### src/rtl/exc_writeback.sv
// Execute-to-writeback pipeline register with overflow redirection to the
// status register, a sticky exception flag and a saturating overflow counter.
module exc_writeback #(
  parameter int unsigned RSTATUS_REG = 30,
  parameter int unsigned CNT_W       = 8
) (
  input  logic             clock,
  input  logic             reset,
  input  logic             in_valid,
  output logic             in_ready,
  input  logic             in_wren,
  input  logic [4:0]       in_rd,
  input  logic [31:0]      in_result,
  input  logic             in_ovf,
  input  logic [31:0]      in_status,
  input  logic             wb_ready,
  output logic             ctrl_writeEnable,
  output logic [4:0]       ctrl_writeReg,
  output logic [31:0]      data_writeReg,
  output logic             exc_pending,
  input  logic             clr_exc,
  output logic [CNT_W-1:0] ovf_count
);

  localparam logic [4:0] RSTATUS_IDX = 5'(RSTATUS_REG);

  logic             full_q, full_d;
  logic             wren_q, wren_d;
  logic [4:0]       rd_q, rd_d;
  logic [31:0]      data_q, data_d;
  logic             ovf_q, ovf_d;
  logic             exc_q, exc_d;
  logic [CNT_W-1:0] cnt_q, cnt_d;

  logic retire;
  logic capture;

  // Reset gates in_ready so nothing is accepted while reset is held.
  assign retire   = full_q & wb_ready;
  assign in_ready = reset & (~full_q | wb_ready);
  assign capture  = in_valid & in_ready;

  always_comb begin
    full_d = full_q;
    wren_d = wren_q;
    rd_d   = rd_q;
    data_d = data_q;
    ovf_d  = ovf_q;
    exc_d  = exc_q;
    cnt_d  = cnt_q;

    if (retire) begin
      full_d = 1'b0;
    end

    if (capture) begin
      full_d = 1'b1;
      if (in_ovf) begin
        wren_d = 1'b1;
        rd_d   = RSTATUS_IDX;
        data_d = in_status;
        ovf_d  = 1'b1;
      end else begin
        wren_d = in_wren & (in_rd != 5'd0);
        rd_d   = in_rd;
        data_d = in_result;
        ovf_d  = 1'b0;
      end
    end

    // Set wins over clear when both happen in the same cycle.
    if (clr_exc) begin
      exc_d = 1'b0;
    end
    if (retire && ovf_q) begin
      exc_d = 1'b1;
      if (!(&cnt_q)) begin
        cnt_d = cnt_q + 1'b1;
      end
    end
  end

  always_ff @(posedge clock or negedge reset) begin
    if (!reset) begin
      full_q <= 1'b0;
      wren_q <= 1'b0;
      rd_q   <= '0;
      data_q <= '0;
      ovf_q  <= 1'b0;
      exc_q  <= 1'b0;
      cnt_q  <= '0;
    end else begin
      full_q <= full_d;
      wren_q <= wren_d;
      rd_q   <= rd_d;
      data_q <= data_d;
      ovf_q  <= ovf_d;
      exc_q  <= exc_d;
      cnt_q  <= cnt_d;
    end
  end

  assign ctrl_writeEnable = full_q & wren_q & wb_ready;
  assign ctrl_writeReg    = full_q ? rd_q : 5'd0;
  assign data_writeReg    = full_q ? data_q : 32'd0;
  assign exc_pending      = exc_q;
  assign ovf_count        = cnt_q;

endmodule

### config.mk
export PLATFORM = sky130hd
export DESIGN_NAME = exc_writeback
export DESIGN_NICKNAME = d
export VERILOG_FILES = /design/src/rtl/exc_writeback.sv
export SDC_FILE = /design/constraint.sdc
export NUM_CORES = 1
export LEC_CHECK = 0
export BUFFER_PORTS_ARGS = -buffer_cell sky130_fd_sc_hd__buf_2
export CAP_MARGIN = 20
export CELL_PAD_IN_SITES_DETAIL_PLACEMENT = 1
export CELL_PAD_IN_SITES_GLOBAL_PLACEMENT = 1
export CORE_MARGIN = 5
export CORE_UTILIZATION = 35
export CTS_CLUSTER_DIAMETER = 40
export DETAILED_ROUTE_END_ITERATION = 8
export GPL_ROUTABILITY_DRIVEN = 0
export PLACE_DENSITY_LB_ADDON = 0.05
export SLEW_MARGIN = 20
export SYNTH_ARGS = -nofsm -noshare
export SYNTH_HDL_FRONTEND = slang
export SYNTH_SLANG_ARGS = --single-unit
### constraint.sdc
create_clock -name clock -period 3.1 [get_ports clock]
set_clock_uncertainty 0.05 [all_clocks]
set_input_delay 0.31 -clock clock [delete_from_list [all_inputs] [get_ports clock]]
set_output_delay 0.31 -clock clock [all_outputs]
set_load 0.01 [all_outputs]
==> results of run 1 <==
-- synth_stat cells (all sizes together) (3+ instances only) --
cell | instances | area (sq um)
dfrtp | 49 | 1230
a31oi | 38 | 238
and2 | 38 | 238
a21oi | 37 | 260
mux2i | 33 | 330
clkbuf | 15 | 63.8
buf | 9 | 75.1
mux2 | 4 | 45.0
nand2 | 4 | 15.0
nor2 | 4 | 15.0
and3 | 3 | 28.8
nand3 | 3 | 20.0
nand4 | 3 | 18.8
xor2 | 3 | 26.3
-- power by group through the flow --
stage	Sequential, uW	Clock (uW)	Combinational, uW
2_1_floorplan	833	0	307
3_5_place_dp	839	0	521
3_3_place_gp	832	0	510
4_1_cts	826	401	522
6_report	825	387	509
5_1_grt	839	424	564
-- per-stage QoR --
step                      hold WS, ns  area [sq um]  power [uW]  worst slack, ns  instances
after floorplan               -0.0356          2750        1140             1.57        261
after global placement          0.392          3400        1340             1.33        468
after detailed placement        0.398          3400        1360             1.32        468
after CTS                      0.0707          3490        1750             1.23        475
after global routing           0.0967          3490        1830             1.16        475
final                          0.0569          3490        1720             1.24        475
-- layout by cell type (no fill, tap or decap) --
master and n:
a31oi_1 38, nand2_1 4, nand4_1 3, nand3_1 2, and2_1 38, and4_4 1
clkbuf_8 6, dfrtp_1 49, a21boi_0 1, nand2b_2 1, o21bai_1 1, or4_1 1
mux2i_1 33, buf_2 122, nor2b_1 1, nor3b_1 1, mux2_1 2, nor2_1 4
inv_1 2, clkbuf_1 1, a2111oi_4 1, xnor2_1 1, a21oi_1 17, a21o_1 1
ha_1 1, and3_1 1, mux2_2 2, a211oi_1 1, and3_4 2, buf_4 7
nand3_2 1, nor3_1 2, xor2_1 3, a21oi_2 20, o21ai_0 2
-- layout make-up --
type / instances / share of cell area
Clock buffer: 7 / 0.0248
Inverter: 2 / 0.00215
Multi-Input combinational cell: 186 / 0.394
Sequential cell: 49 / 0.352
Tap cell: 102 / 0.0366
Timing Repair Buffer: 129 / 0.190
-- cells by family after synthesis --
kind of cell             synth area share
buffers and inverters              0.0533
AO/OA/AOI/OAI                       0.206
multiplexers                        0.137
AND/OR/NAND/NOR                     0.140
XOR/XNOR                           0.0128
adder cells (fa/ha/maj)           0.00456
flip-flops                          0.447
-- how the worst min path moves through the flow --
stage / end / startpoint / slack (ns) / cells past startpoint
floorplan: data_q[0] / reset / -0.04 / 0
global placement: rd_q[4] / reset / 0.39 / 2
detailed placement: data_q[20] / reset / 0.40 / 2
CTS: data_q[9] / reset / 0.07 / 2
global route: data_q[9] / reset / 0.1 / 2
finish: data_q[9] / reset / 0.06 / 2
-- routing by layer --
layer	part of all wire	track usage	up-vias
li1	-	-	1166
met1	0.48	0.205	1148
met2	0.46	0.258	76
met3	0.058	0.0396	4
met4	0.0079	0.0315	0
met5	0	0	-
-- registers in the layout (all words and copies together), names as in the netlist --
name         flops
data_q          32
ovf_count        8
rd_q             5
exc_pending      1
full_q           1
ovf_q            1
wren_q           1
-- worst max-delay path: stages, from the launching register on --
cell,delay [ns]
dfrtp_1,0.39
nand2b_2,0.08
buf_4,0.39
and2_1,0.20
buf_2,0.13
==> metrics.txt, run 1 <==
status=completed; final wirelength=7.83 mm; Slew headroom=0.298; Worst-Margin Slew=1.05 ns; clk root buf=clkbuf_8; crit path max fanout=40; I/O pins=124; Max Freq=0.537 GHz; HP Class=input port to async pin; unrepaired setup endpoints after global routing=no; routed len/inst=16.5 um; R2R depth=4; die area=9710 sq um; hold_buf cts=0; Sequential Area=1230 sq um; Synth Flop Type=dfrtp_1; CP Launch Point=full_q; Hold Violations, Final=0; vias in the first global route=2566; Skew-Pair Late Insertion Delay=0.30 ns; Tmin final=1.86 ns; Syn Nets=338; post-CTS setup buffer count=0; register area share after synthesis=0.447; ratio of cells with drive above 1 in the final layout=0.437; Detailed Place HPWL=5.42 mm; Final Util=0.453; ANT cells=0; critical path capture point type=output port; Initial Utilization=0.357; TritonCTS buffer count=5; internal reg-to-reg setup slack=1.40 ns; GRT Resource Usage Total=0.155; PortBufs=123; Area Growth Syn to Fin=27.0%; Post-synth EDFFs=0; Max-Cap Viols=0; global-route wire length before repair=12.5 mm; worst setup path category=flop to output port; DRC Markers=0; worst path arrival time=1.50 ns; Net Sw Power=558 uW; Final Max Slew Viols=0; nets=450; Mapped Avg Cell Area=10.5 sq um; die extent in y=98.6 um; fillcell total=928; DRT Pass-1 Iters=4; Multi-input gate area=1380 sq um; Mapped Cells=261; Post-Synthesis Cell Area=2750 sq um; initial antenna violation count=0; r2r endpoint=ovf_count[7]; clk sinks=49; Netlist cell types=36; via/cell ratio=5.04; CTS tree=built; worst reg2reg path startpoint=full_q; Req. time, crit path=2.74 ns; Comb power frac=0.296; largest net degree at the start of global routing=46; CTS H-tree depth=2; # setup viols final=0; Core ar.=7690 sq um; Row Count=32; Startpoint Class=flop; flops & latches, synth=49; Switching Share=0.324; Clock power frac=0.225; Flop pwr share=0.479; Die W=98.6 um; yosys synthesis warning count=0; Final ANT Viol Nets=0; GRT Residual Overflow=0; P_leak=0.00170 uW; FFs w/ async S/R, synth=1.00; fin crit share=0.600; internal power=1160 uW; post-CTS sizing=0; vias=2394; CTS clk-pin slew, worst paths=0.09 ns; setup TNS=0 ns; clock tree buffer depth=2; Peak VDD IR=0.209 mV; pwr/cell area=493 nW/um^2; Initial DRC Count=70; worst setup path end=in_ready
No activity file was read; power rests on OpenSTA's default activity.
==> run 2: changes to the inputs <==
--- a/config.mk
+++ b/config.mk
@@ -5,12 +5,13 @@
 export SDC_FILE = /design/constraint.sdc
 export NUM_CORES = 1
 export LEC_CHECK = 0
+export ABC_AREA = 1
 export BUFFER_PORTS_ARGS = -buffer_cell sky130_fd_sc_hd__buf_2
 export CAP_MARGIN = 20
 export CELL_PAD_IN_SITES_DETAIL_PLACEMENT = 1
 export CELL_PAD_IN_SITES_GLOBAL_PLACEMENT = 1
 export CORE_MARGIN = 5
-export CORE_UTILIZATION = 35
+export CORE_UTILIZATION = 32
 export CTS_CLUSTER_DIAMETER = 40
 export DETAILED_ROUTE_END_ITERATION = 8
 export GPL_ROUTABILITY_DRIVEN = 0
==> constraint.sdc (replaced) <==
create_clock -name clock -period 1.9 [get_ports clock]
set_clock_uncertainty 0.05 [all_clocks]
set_input_delay 0.19 -clock clock [delete_from_list [all_inputs] [get_ports clock]]
set_output_delay 0.19 -clock clock [all_outputs]
set_load 0.01 [all_outputs]
==> run 2 against run 1 <==
  * Die area grew 4.3%
  * Critical path type unchanged
  * Largest cell class is now registers
  * Synthesized cell count increased by 31%
  * Combinational power increased by 37%
  * Sequential power increased by 64%
  * Largest power group unchanged
  * Critical endpoint is now ctrl_writeEnable
==> metrics.txt, run 2 <==
Final Max Slew Viols=0; Max Freq=0.603 GHz; Area after DPL=3310 sq um; Max stage delay on crit path=0.41 ns; TritonCTS buffer count=5; clk sinks=49; status=completed; Synth Flop Type=dfrtp_1; largest net degree at the start of global routing=50; Post-Synth XOR/XNOR Area=0.00666; register area share after synthesis=0.466; setup TNS=0 ns; internal reg-to-reg setup slack=0.30 ns; mux cell area share after synthesis=0.0723; Compound-Gate Fraction of Synth Area=0.0581; initial antenna violation count=0; Initial Utilization=0.325; Startpoint Class=flop; Top reg by flops=data_q; Synth top cells by count=nand2_1, inv_1, dfrtp_1, o21ai_0, mux2i_1; unrepaired setup endpoints after global routing=no; commonest non-fill, non-tap cells in the layout=nand2_1, buf_2, inv_1, dfrtp_1, o21ai_0; largest family of logic cells by synthesized area=simple AND/OR/NAND/NOR gates; final wirelength=7.51 mm; crit path max fanout=39; commonest non-fill, non-tap cell in the layout=nand2_1; max reg flops=32; CTS clk-pin slew, worst paths=0.09 ns; worst reg2reg path startpoint=full_q; top-count cell post-synth=nand2_1; Hold Violations, Final=0; DRT Pass-1 Iters=4; DRC Markers=0; Skew-Pair Late Insertion Delay=0.29 ns; Final Cell Area=3400 sq um; Area Growth Syn to Fin=29.3%; CTS H-tree depth=2; worst setup path category=flop to output port; r2r endpoint=ovf_count[1]; Core ar.=8090 sq um; Worst-Margin Slew=0.645 ns; P_leak=0.00214 uW; ANT cells=0; Mapped Avg Cell Area=7.69 sq um; CTS tree=built; # setup viols final=0; Peak VDD IR=0.248 mV; Mapped Cells=342; clock tree buffer depth=2; Critical-path top delay cell=buf_4; fillcell total=1072; I/O pins=124; Req. time, crit path=1.66 ns; post-synth top area share=0.466; hold_buf cts=0; die area=10100 sq um; FFs w/ async S/R, synth=1.00; vias in the first global route=2647; vias=2506; post-CTS setup buffer count=0; nets=538; GRT Resource Usage Total=0.153; global-route wire length before repair=12.5 mm; pwr/cell area=786 nW/um^2; ranking of synthesized cells by area=dfrtp_1, nand2_1, mux2i_1, inv_1, o21ai_0; routed len/inst=13.3 um; critical path capture point type=output port; simple-gate share of the synthesized area=0.277; Slew headroom=0.570; Die W=101 um; Post-synth EDFFs=0; Syn Nets=419; yosys synthesis warning count=0; ratio of cells with drive above 1 in the final layout=0.304; clk root buf=clkbuf_8; HP Class=input port to async pin; Max-Cap Viols=0; Final ANT Viol Nets=0; Initial DRC Count=63; fin crit share=0.872; PortBufs=123; Synth Area in Adders=0.00476; Tmin final=1.66 ns; via/cell ratio=4.43; Detailed Place HPWL=5.67 mm; Netlist cell types=24; Post-Synthesis Cell Area=2630 sq um; Row Count=33; worst path arrival time=1.42 ns; GRT Residual Overflow=0; R2R depth=7; die extent in y=101 um; post-CTS sizing=0; Critical Path, Cell by Cell=buf_4 > nand2_1 > nor2_1 > buf_2; leading area contributor after synthesis=dfrtp_1; flops & latches, synth=49
==> run 2: worst max-delay path, delay by kind of cell (launching register included) <==
family,cells,cell delay (ns)
DFF,1,0.37
buffers and inverters,2,0.56
and+or+nand+nor,2,0.21
==> run 2: metrics by stage <==
| stage | setup WS (ns) | hold WS [ns] | total power [uW] | utilization | std cells |
|---|---|---|---|---|---|
| 6_report | 0.243 | 0.0325 | 2670 | 0.420 | 566 |
| 5_1_grt | 0.0727 | 0.0384 | 2880 | 0.420 | 566 |
| 4_1_cts | 0.192 | 0.0327 | 2730 | 0.420 | 566 |
| 3_5_place_dp | 0.300 | 0.352 | 2090 | 0.409 | 559 |
| 3_3_place_gp | 0.360 | 0.346 | 2070 | 0.409 | 559 |
| 2_1_floorplan | 0.514 | -0.156 | 1760 | - | 342 |
==> run 2: metal layers <==
layer	GRT usage	vias up	wire (um)
met5	0	-	0
met4	0.0311	0	31
met3	0.0374	2	486
met2	0.260	65	3610
met1	0.198	1164	3380
li1	-	1275	-
==> run 2: area by class of cell <==
type	count	area, sq um	area share
Clock buffer	7	86.3	0.0254
Inverter	50	188	0.0552
Multi-Input combinational cell	227	1100	0.324
Sequential cell	49	1230	0.361
Tap cell	105	131	0.0386
Timing Repair Buffer	128	666	0.196
==> run 2: how the worst max path moves through the flow <==
stage,startpoint,end,slack (ns)
floorplan,ovf_count[0],ovf_count[4],0.51
global placement,full_q,ovf_count[4],0.36
detailed placement,full_q,ovf_count[4],0.30
CTS,full_q,ctrl_writeEnable,0.19
global route,full_q,ctrl_writeEnable,0.07
finish,full_q,ctrl_writeEnable,0.24
==> run 2: report_power, final <==
| part | switching (uW) | internal, uW |
|---|---|---|
| Clock | 332 | 290 |
| Combinational | 394 | 302 |
| Sequential | 134 | 1220 |
| Total | 859 | 1810 |
==> run 2: kinds of logic (layout without fill, tap and decap cells) <==
family                     Yosys count  count (layout)
and+or+nand+nor                    175             175
buffers and inverters               66             185
AOI/OAI and AO/OA                   30              30
DFF                                 49              49
xor gates and xnor gates             2               2
muxes                               19              19
adders and majority gates            1               1
